===== config.mk =====
export PLATFORM = sky130hd
export DESIGN_NAME = ifetch_unit
export DESIGN_NICKNAME = d
export VERILOG_FILES = /design/src/rtl/riscv_pkg.sv /design/src/rtl/ifetch_fifo.sv /design/src/rtl/ifetch_unit.sv
export SDC_FILE = /design/constraint.sdc
export NUM_CORES = 1
export LEC_CHECK = 0
export BUFFER_PORTS_ARGS = -buffer_cell sky130_fd_sc_hd__buf_2
export CAP_MARGIN = 20
export CORE_AREA = 10 10 144 146
export DETAILED_ROUTE_END_ITERATION = 8
export DIE_AREA = 0 0 154 156
export GPL_ROUTABILITY_DRIVEN = 0
export PLACE_DENSITY = 0.78
export SLEW_MARGIN = 30
export SYNTH_ARGS = -nofsm -noshare
export SYNTH_HDL_FRONTEND = slang
export SYNTH_SLANG_ARGS = --single-unit

===== constraint.sdc =====
create_clock -name clk -period 5.2 [get_ports clk]
set_input_delay 0.52 -clock clk [delete_from_list [all_inputs] [get_ports clk]]
set_output_delay 0.52 -clock clk [all_outputs]
set_load 0.02 [all_outputs]

===== src/rtl/riscv_pkg.sv =====
`default_nettype none
// ============================================================================
// Module   : riscv_pkg
// Brief    : Shared RV32I constants and helpers for the fetch stage.
// Revision : 1.0
// ============================================================================
package riscv_pkg;

    localparam int              XLEN             = 32;
    localparam logic [31:0]     NOP_INST         = 32'h0000_0013;
    localparam logic [1:0]      INST_ALIGN_MASK  = 2'b11;
    localparam logic [31:0]     DEFAULT_RESET_PC = 32'h0000_0000;

    typedef logic [XLEN-1:0] word_t;

    function automatic logic is_misaligned(input word_t pc);
        return |(pc[1:0] & INST_ALIGN_MASK);
    endfunction

endpackage
`default_nettype wire


===== src/rtl/ifetch_fifo.sv =====
`default_nettype none
// ============================================================================
// Module   : ifetch_fifo
// Brief    : Small synchronous {data, pc} FIFO with flush; data storage optional.
// Revision : 1.0
// ============================================================================
module ifetch_fifo
    import riscv_pkg::*;
#(
    parameter int DEPTH    = 2,
    parameter bit HAS_DATA = 1'b1,
    parameter int CNT_W    = $clog2(DEPTH + 1)
) (
    input  logic             clk,
    input  logic             rst,
    input  logic             flush,
    input  logic             push,
    input  word_t            push_data,
    input  word_t            push_pc,
    input  logic             pop,
    output word_t            head_data,
    output word_t            head_pc,
    output logic [CNT_W-1:0] count
);
    localparam int PTR_W = (DEPTH > 1) ? $clog2(DEPTH) : 1;

    logic [PTR_W-1:0] r_wr_ptr;
    logic [PTR_W-1:0] r_rd_ptr;
    logic [CNT_W-1:0] r_count;
    word_t            r_pc_mem [DEPTH];
    logic             w_push;
    logic             w_pop;

    function automatic logic [PTR_W-1:0] ptr_inc(input logic [PTR_W-1:0] p);
        return (p == PTR_W'(DEPTH - 1)) ? '0 : p + PTR_W'(1);
    endfunction

    // A pop in the same cycle frees the slot, so a full queue still accepts a push.
    assign w_pop  = pop & (r_count != '0);
    assign w_push = push & ((r_count != CNT_W'(DEPTH)) | w_pop);

    always_ff @(posedge clk) begin
        if (rst || flush) begin
            r_wr_ptr <= '0;
            r_rd_ptr <= '0;
            r_count  <= '0;
        end else begin
            if (w_push) r_wr_ptr <= ptr_inc(r_wr_ptr);
            if (w_pop)  r_rd_ptr <= ptr_inc(r_rd_ptr);
            r_count <= r_count + CNT_W'(w_push) - CNT_W'(w_pop);
        end
    end

    always_ff @(posedge clk) begin
        if (w_push) r_pc_mem[r_wr_ptr] <= push_pc;
    end

    generate
        if (HAS_DATA) begin : g_data
            word_t r_data_mem [DEPTH];
            always_ff @(posedge clk) begin
                if (w_push) r_data_mem[r_wr_ptr] <= push_data;
            end
            assign head_data = r_data_mem[r_rd_ptr];
        end else begin : g_no_data
            logic w_unused_data;
            assign w_unused_data = ^push_data;
            assign head_data     = '0;
        end
    endgenerate

    assign head_pc = r_pc_mem[r_rd_ptr];
    assign count   = r_count;

endmodule
`default_nettype wire


===== src/rtl/ifetch_unit.sv =====
`default_nettype none
// ============================================================================
// Module   : ifetch_unit
// Brief    : RV32I fetch stage: PC, credit-limited imem requests, in-order queue.
// Revision : 1.0
// ============================================================================
module ifetch_unit
    import riscv_pkg::*;
#(
    parameter logic [31:0] RESET_PC        = DEFAULT_RESET_PC,
    parameter int          FIFO_DEPTH      = 2,
    parameter int          MAX_OUTSTANDING = 2
) (
    input  logic        clk,
    input  logic        rst,
    output logic        imem_req_valid,
    input  logic        imem_req_ready,
    output logic [31:0] imem_req_addr,
    input  logic        imem_rsp_valid,
    input  logic [31:0] imem_rsp_data,
    input  logic        redirect_valid,
    input  logic [31:0] redirect_pc,
    output logic        fetch_valid,
    input  logic        fetch_ready,
    output logic [31:0] fetch_inst,
    output logic [31:0] fetch_pc,
    output logic        fetch_misalign
);
    localparam int OUT_W = $clog2(MAX_OUTSTANDING + 1);
    localparam int CNT_W = $clog2(FIFO_DEPTH + 1);
    localparam int SUM_W = $clog2(MAX_OUTSTANDING + FIFO_DEPTH + 1);

    word_t            r_pc;
    logic [OUT_W-1:0] r_outstanding;
    logic [OUT_W-1:0] r_discard;
    logic             r_misalign;

    logic [OUT_W-1:0] w_outstanding_next;
    logic [SUM_W-1:0] w_live;
    logic             w_req_fire;
    logic             w_rsp_fire;
    logic             w_push;
    logic             w_pop;
    logic [CNT_W-1:0] w_count;
    word_t            w_head_inst;
    word_t            w_head_pc;
    word_t            w_tag_pc;
    word_t            w_unused_tag_data;
    logic [OUT_W-1:0] w_unused_tag_count;

    // Live (non-discarded) responses plus queued entries must fit the queue.
    assign w_live = SUM_W'(r_outstanding - r_discard) + SUM_W'(w_count);

    assign imem_req_valid = !rst && !r_misalign
                          && (r_outstanding < OUT_W'(MAX_OUTSTANDING))
                          && (w_live < SUM_W'(FIFO_DEPTH));
    assign imem_req_addr  = r_pc;

    assign w_req_fire         = imem_req_valid & imem_req_ready;
    assign w_rsp_fire         = imem_rsp_valid;
    assign w_outstanding_next = r_outstanding + OUT_W'(w_req_fire) - OUT_W'(w_rsp_fire);
    assign w_push             = w_rsp_fire & (r_discard == '0) & !redirect_valid;
    assign w_pop              = fetch_valid & fetch_ready & !redirect_valid;

    always_ff @(posedge clk) begin
        if (rst) begin
            r_pc          <= RESET_PC;
            r_outstanding <= '0;
            r_discard     <= '0;
            r_misalign    <= 1'b0;
        end else begin
            r_outstanding <= w_outstanding_next;
            if (redirect_valid) begin
                r_pc       <= redirect_pc;
                r_discard  <= w_outstanding_next;
                r_misalign <= is_misaligned(redirect_pc);
            end else begin
                if (w_req_fire) r_pc <= r_pc + 32'd4;
                if (w_rsp_fire && (r_discard != '0)) r_discard <= r_discard - OUT_W'(1);
            end
        end
    end

    // PC tags track every request in flight, stale ones included, so never flushed.
    ifetch_fifo #(
        .DEPTH    (MAX_OUTSTANDING),
        .HAS_DATA (1'b0),
        .CNT_W    (OUT_W)
    ) u_tag_q (
        .clk       (clk),
        .rst       (rst),
        .flush     (1'b0),
        .push      (w_req_fire),
        .push_data ('0),
        .push_pc   (r_pc),
        .pop       (w_rsp_fire),
        .head_data (w_unused_tag_data),
        .head_pc   (w_tag_pc),
        .count     (w_unused_tag_count)
    );

    ifetch_fifo #(
        .DEPTH    (FIFO_DEPTH),
        .HAS_DATA (1'b1),
        .CNT_W    (CNT_W)
    ) u_inst_q (
        .clk       (clk),
        .rst       (rst),
        .flush     (redirect_valid),
        .push      (w_push),
        .push_data (imem_rsp_data),
        .push_pc   (w_tag_pc),
        .pop       (w_pop),
        .head_data (w_head_inst),
        .head_pc   (w_head_pc),
        .count     (w_count)
    );

    assign fetch_valid    = !rst && (w_count != '0);
    assign fetch_inst     = fetch_valid ? w_head_inst : NOP_INST;
    assign fetch_pc       = fetch_valid ? w_head_pc : '0;
    assign fetch_misalign = r_misalign;

    a_no_orphan_rsp: assert property (@(posedge clk) disable iff (rst)
        imem_rsp_valid |-> (r_outstanding != '0));

endmodule
`default_nettype wire

==> impl_results.md, run 1 <==
- Synth Area in Compound Gates: 5.18%
- Sw power: around 1.1 mW
- Die footprint: 0.0240 mm2
- Distinct cells, synth: 50
- Final min period: 3830 ps
- Post-synthesis simple-gate area fraction: between 10% and 20%
- Sw Ratio: 23.8%
- Met1 Use GR: approximately a quarter
- Mapped Area: 0.00985 mm2
- Syn nets: 781
- Ys async rst share: 0%
- Drt first pass iters: 5
- Vias: 6332
- Setup_tns: 0 ps
- Synthesized area per cell: 14.1 um2
- Core area: 0.0178 mm2
- DRT iter0 DRCs: 552
- GRT met2 Usage: 26.7%
- Final setup margin: 1370 ps
- CTS tree: built
- # Max-Cap Violations: 0
- Hold Path Class: in2reg
- I/O Buffers: 168
- Post-CTS Setup Bufs: 0
- XOR/XNOR Fraction of Synth Area: 1.42%
- Post-CTS Hold Buffers: 0
- Hold-critical path depth: 1
- Slew Limit Fails: 0
- Area share of the largest cell type after synthesis: 58.5%
- IO Count: 169
- Core Rows: 49
- FF-to-FF End: u_tag_q.r_pc_mem[1][25]
- Mux share of post-synthesis cell area: around a tenth
- Pwr Density: between 300 and 400 mW/mm2
- Setup Viol. Count Final: 0
- Setup crit end kind: flop
- Clock Latency Late Sink: 500 ps
- Initial antenna violation count: 0
- Tightest Pin Transition: approximately 820 ps
- Fraction of the cycle the final worst path needs: 73.7%
- Final Skew: 10.7 ps
- Startpoint class of the critical path: flop
- Post-CTS sizing: 0
- Sequential share of the synthesized area: 68.1%
- Root buf cell: clkbuf_16
- Flops & latches, synth: 239
- Worst setup startpoint: r_discard[1]
- Clock sink count: ~240
- Global Route Usage Sum: 17.2%
- Int Pwr: 3.55 mW
- Initial Util: 55.2%
- Post-route DRC violation count: 0
- Die Y-Extent: 156 um
- Final Power: 4.66 mW
- Largest cells by area after synthesis: edfxtp_1, dfxtp_1, mux2i_1, mux2_2, nor2_1
- LEAKAGE: 4.28 nW
- Relative slew slack: 45.2%
- Post-Route WL: 21.5 mm
- Vias in the first global route: between 6000 and 7000
- CP Class: reg2reg
- GRT Residual Overflow: 0
- Worst EP arrival: 4010 ps
- Yosys top cell by area: edfxtp_1
- Global routing's busiest layer: met2
- Share of total power in the clock network: around 37%
- RSZ-0062 raised after global routing: false
- Synth Area in Adders: 1.55%
- Logic pwr share: 13.1%
- Layout cell share with drive strength beyond 1: between 20% and 30%
- Number of synthesized flops with an enable pin: 192
- Crit path to: u_tag_q.r_pc_mem[1][25]
- CP required: 5380 ps
- R2R cell count: 8
- YS warnings: 0
- Total clock buffers created by CTS: 24
- H-Tree Depth: 1
- Worst hold margin: just over 200 ps
- R2R Setup Slk: 1370 ps
- Layout net count: 947
- Final Hold Viols: 0
- First-pass GRT wire length: 34.0 mm
- Worst R2R Start: r_discard[1]
- Reg clk slew, reported paths: 60 ps
- Status: completed
- Chip width: ~150 um
- Post-DP HPWL: 14.7 mm
- N_diodes: 0
- Post-Syn Instances: 700
- Placement Setup Slack: around 1300 ps
- Vias per cell: approximately 5.7
- Area Growth Syn to Fin: 19.4%
- Largest net degree at the start of global routing: 63
- Clock Path Buffers: 3
- Largest family of logic cells by synthesized area: simple AND/OR/NAND/NOR gates
- GR Layer Usage met3: 4.49%
- Peak supply drop: 0.263 mV
- Sequential share of power: around half
- Ys flop type: edfxtp_1
- Fmax: 0.261 GHz
- CP Max Fanout: 19
- Routed Antenna Nets: 0
- Drt wl/cell: 19.3 um
-- worst min-delay path by stage --
stage	startpoint	end
3_3_place_gp	imem_req_addr[1]	u_tag_q.r_pc_mem[0][1]
2_1_floorplan	u_tag_q.r_rd_ptr	flop
4_1_cts	imem_rsp_data[28]	u_inst_q.g_data.r_data_mem[0][28]
5_1_grt	imem_rsp_data[2]	u_inst_q.g_data.r_data_mem[0][2]
6_report	imem_rsp_data[23]	u_inst_q.g_data.r_data_mem[0][23]
3_5_place_dp	u_tag_q.r_rd_ptr	flop
-- power groups by stage --
stage | combinational (mW) | sequential [mW] | clock (mW)
floorplan | 0.416 | 2.38 | 0
global placement | 0.595 | 2.37 | 0
detailed placement | 0.611 | 2.38 | 0
CTS | 0.617 | 2.34 | 1.74
global route | 0.682 | 2.35 | 1.83
finish | 0.612 | 2.34 | 1.71
-- per-stage QoR --
stage	util, %	instance area (um2)	instances
after floorplan	-	9850	700
after global placement	61.1	10900	1066
after detailed placement	61.4	11000	1068
after CTS	65.8	11700	1112
after global routing	65.9	11800	1113
final	65.9	11800	1113
-- placed cells by master (no fill, tap or decap), drive strengths merged, types with 9 or more instances in the layout --
cell,instances
nand2,19
ha,9
xnor2,11
mux2,32
clkinv,10
buf,180
nand4,12
nor2,94
a311oi,15
dfxtp,47
inv,14
nand3,13
clkbuf,33
mux2i,66
or4,17
o31ai,12
nor4,9
edfxtp,192
-- cells by family after synthesis --
kind of cell,after synthesis
AOI/OAI and AO/OA,65
xor gates and xnor gates,16
buffers and inverters,55
and+or+nand+nor,216
muxes,98
DFF,239
adders and majority gates,11
-- worst max-delay path, stage by stage (launching register included) --
cell	delay [ps]
dfxtp_1	320
inv_1	70
fa_1	500
inv_1	50
fa_1	540
or4b_4	490
nor4_1	530
and2_1	620
buf_4	380
-- state kept, by name, indices dropped and copies added (netlist names), 2 cells and up, named ones only --
signal                      cells
u_inst_q.g_data.r_data_mem     64
u_inst_q.r_pc_mem              64
u_tag_q.r_pc_mem               64
imem_req_addr                  32
r_discard                       2
r_outstanding                   2
u_inst_q.count                  2
u_tag_q.count                   2
-- cell type report --
cell class	instances	area, um2
clock inverter	11	100
timing repair buffer	180	960
multi-input combinational	406	2950
fill	1305	6080
tap	229	287
inverter	15	56.3
clock buffer	33	697
sequential	239	6710
-- routing by layer --
| metal | up-vias | part of all wire, % | routed length, um |
|---|---|---|---|
| li1 | 3002 | - | - |
| met4 | 0 | 2.2 | 469 |
| met5 | - | 0 | 0 |
| met3 | 39 | 8.2 | 1770 |
| met1 | 3022 | 43 | 9300 |
| met2 | 269 | 46 | 9940 |
-- synth_stat cells (all sizes together) (9+ instances only) --
cell type / n
xnor2: 11
nor2: 94
buf: 13
nand4: 12
o31ai: 12
inv: 14
or4: 17
dfxtp: 47
nand2: 19
edfxtp: 192
mux2: 32
a311oi: 15
ha: 9
mux2i: 66
clkbuf: 27
nand3: 13
nor4: 9
No activity file was read; power rests on OpenSTA's default activity.
==> run 2: changes to the inputs <==
==> constraint.sdc (replaced) <==
create_clock -name clk -period 4.01 [get_ports clk]
set_input_delay 0.401 -clock clk [delete_from_list [all_inputs] [get_ports clk]]
set_output_delay 0.401 -clock clk [all_outputs]
set_load 0.02 [all_outputs]
==> impl_results.md, run 2 (synthesis results as in run 1) <==
- Status: completed
- Initial antenna violation count: 0 (unchanged)
- RSZ-0062 raised after global routing: false
- Slew Limit Fails: 0 (unchanged)
- Clock Latency Late Sink: 510 ps (about the same)
- Logic pwr share: 13.0% (about the same)
- Setup_tns: 0 ps (unchanged)
- Post-CTS Setup Bufs: 0 (unchanged)
- Routed Antenna Nets: 0 (unchanged)
- Die footprint: 0.0240 mm2 (unchanged)
- LEAKAGE: 4.28 nW (about the same)
- Vias per cell: 5.66 (-0.46%)
- Post-route DRC violation count: 0 (unchanged)
- Worst EP arrival: 3980 ps (-30 ps)
- Vias: 6297 (-0.55%)
- Drt first pass iters: 5 (unchanged)
- Drt wl/cell: 19.6 um (+1.5%)
- Final Power: 6.14 mW (+32%)
- # Max-Cap Violations: 0 (unchanged)
- Hold-critical path depth: 1 (unchanged)
- Int Pwr: 4.68 mW (+32%)
- Post-CTS sizing: 0 (unchanged)
- Tightest Pin Transition: 841 ps (+19.7 ps)
- FF-to-FF End: imem_req_addr[20]
- Global Route Usage Sum: 17.4% (+0.17 points)
- GRT Residual Overflow: 0 (unchanged)
- Total clock buffers created by CTS: 24 (unchanged)
- Core Rows: 49 (unchanged)
- Buf/Inv on CP: 1 (-2)
- Final min period: 3570 ps (-265 ps)
- Final Hold Viols: 0 (unchanged)
- Worst path max stage delay: 650 ps (+30 ps)
- Clock sink count: 239 (unchanged)
- First-pass GRT wire length: 34.2 mm (+0.59%)
- Hold endpoint: u_inst_q.g_data.r_data_mem[0][26]
- CTS tree: built
- Sw power: 1.46 mW (+31%)
- Crit path cell chain: fa_1, inv_1, fa_1, or4b_4, or3_1, or4_1, a311oi_1
- Clock Path Buffers: 3 (unchanged)
- Post-CTS Hold Buffers: 0 (unchanged)
- Peak supply drop: 0.303 mV (+15%)
- Core area: 0.0178 mm2 (unchanged)
- Hold Startpoint: imem_rsp_data[26]
- Vias in the first global route: 6269 (+1.6%)
- Reg clk slew, reported paths: 60 ps (about the same)
- Startpoint class of the critical path: flop
- Post-Route WL: 21.8 mm (+1.4%)
- Relative slew slack: 43.9% (-1.3 points)
- Initial Util: 55.2% (unchanged)
- Setup Viol. Count Final: 0 (unchanged)
- IO Count: 169 (unchanged)
- Chip width: 154 um (unchanged)
- H-Tree Depth: 1 (unchanged)
- CP Class: reg2reg
- Largest net degree at the start of global routing: 65 (+3.2%)
- Post-DP HPWL: 14.5 mm (-1.2%)
- Cell repeated most along the worst path: fa_1
- Pwr Density: 521 mW/mm2 (+31%)
- Sw Ratio: 23.7% (-0.10 points)
- CP Max Fanout: 20 (+1)
- Critical-path top delay cell: or3_1
- Hold Path Class: in2reg
- Worst R2R Start: r_outstanding[1]
- Fmax: 0.280 GHz (+7.4%)
- Final Skew: 12.3 ps (+1.61 ps)
- Layout cell share with drive strength beyond 1: 29.1% (+0.26 points)
- Most common cell after layout, fill and taps aside: edfxtp_1
- Root buf cell: clkbuf_16
- Share of total power in the clock network: 37.5% (+0.8 points)
- R2R cell count: 7 (-1)
- Sequential share of power: 49.4% (-0.7 points)
- CP required: 4420 ps (-960 ps)
- Setup crit end kind: flop
- Area Growth Syn to Fin: 19.6%
- Die Y-Extent: 156 um (unchanged)
- DRT iter0 DRCs: 454 (-18%)
- I/O Buffers: 168 (unchanged)
- Most frequent cells in the layout: edfxtp_1, buf_2, nor2_1
- Fraction of the cycle the final worst path needs: 89.0% (+15 points)
- Top delay family on crit path: simple AND/OR/NAND/NOR gates
- Layout net count: 946 (-0.11%)
- N_diodes: 0 (unchanged)
- R2R Setup Slk: 440 ps (-920 ps)
- Top flop regs: u_inst_q.g_data.r_data_mem x64, u_inst_q.r_pc_mem x64, u_tag_q.r_pc_mem x64
[run 2: cell count changes in the layout (fill, tap and decap cells not counted)]
cell	previous run	this run
clkinvlp_4	0	2
buf_6	1	0
nor3_4	0	1
and2_4	1	0
clkbuf_8	2	1
clkinv_1	5	2
bufinv_16	2	4
nor3_2	1	0
and2_2	0	1
clkbuf_16	26	25
clkinv_4	0	1
[run 2: layer usage]
layer  share of wire (%)  vias to the layer above  global-route usage, %
li1                    -                     3003                      -
met1                  44                     3011                   23.5
met2                  46                      249                   27.4
met3                 7.1                       34                   4.14
met4                 2.4                        0                   5.17
met5                   0                        -                      0
[run 2: through the flow]
stage          setup WS [ps]  utilization [%]  hold slack, ps  std cells  area, um2
3_5_place_dp             467             61.4             473       1068      11000
5_1_grt                  155             66.1            66.7       1112      11800
2_1_floorplan            154                -             481        700       9860
6_report                 442             66.1            80.7       1112      11800
4_1_cts                  449             66.1            69.4       1112      11800
3_3_place_gp             565             61.4             470       1068      11000
[run 2: how the worst max path moves through the flow]
stage,start,end,cells past startpoint
CTS,r_outstanding[1],imem_req_addr[20],7
global route,r_discard[1],r_discard[1],12
finish,r_outstanding[1],imem_req_addr[20],7
global placement,r_outstanding[1],imem_req_addr[20],7
floorplan,r_outstanding[1],u_tag_q.r_pc_mem[0][0],6
detailed placement,r_outstanding[1],imem_req_addr[20],7
[run 2: layout make-up]
type / count / area, um2
well taps: 229 / 287
multi-input cells: 406 / 2950
clock buffers: 31 / 658
flip-flops and latches: 239 / 6710
inverters: 15 / 56.3
fillers: 1289 / 6050
clock inverters: 13 / 173
repair buffers: 179 / 948
[run 2: power by group through the flow]
| stage | registers (mW) | logic (mW) | clock network, mW |
|---|---|---|---|
| after floorplan | 3.08 | 0.541 | 0 |
| after CTS | 3.03 | 0.810 | 2.34 |
| after global routing | 3.05 | 0.886 | 2.46 |
| after global placement | 3.07 | 0.775 | 0 |
| after detailed placement | 3.08 | 0.799 | 0 |
| final | 3.03 | 0.800 | 2.31 |
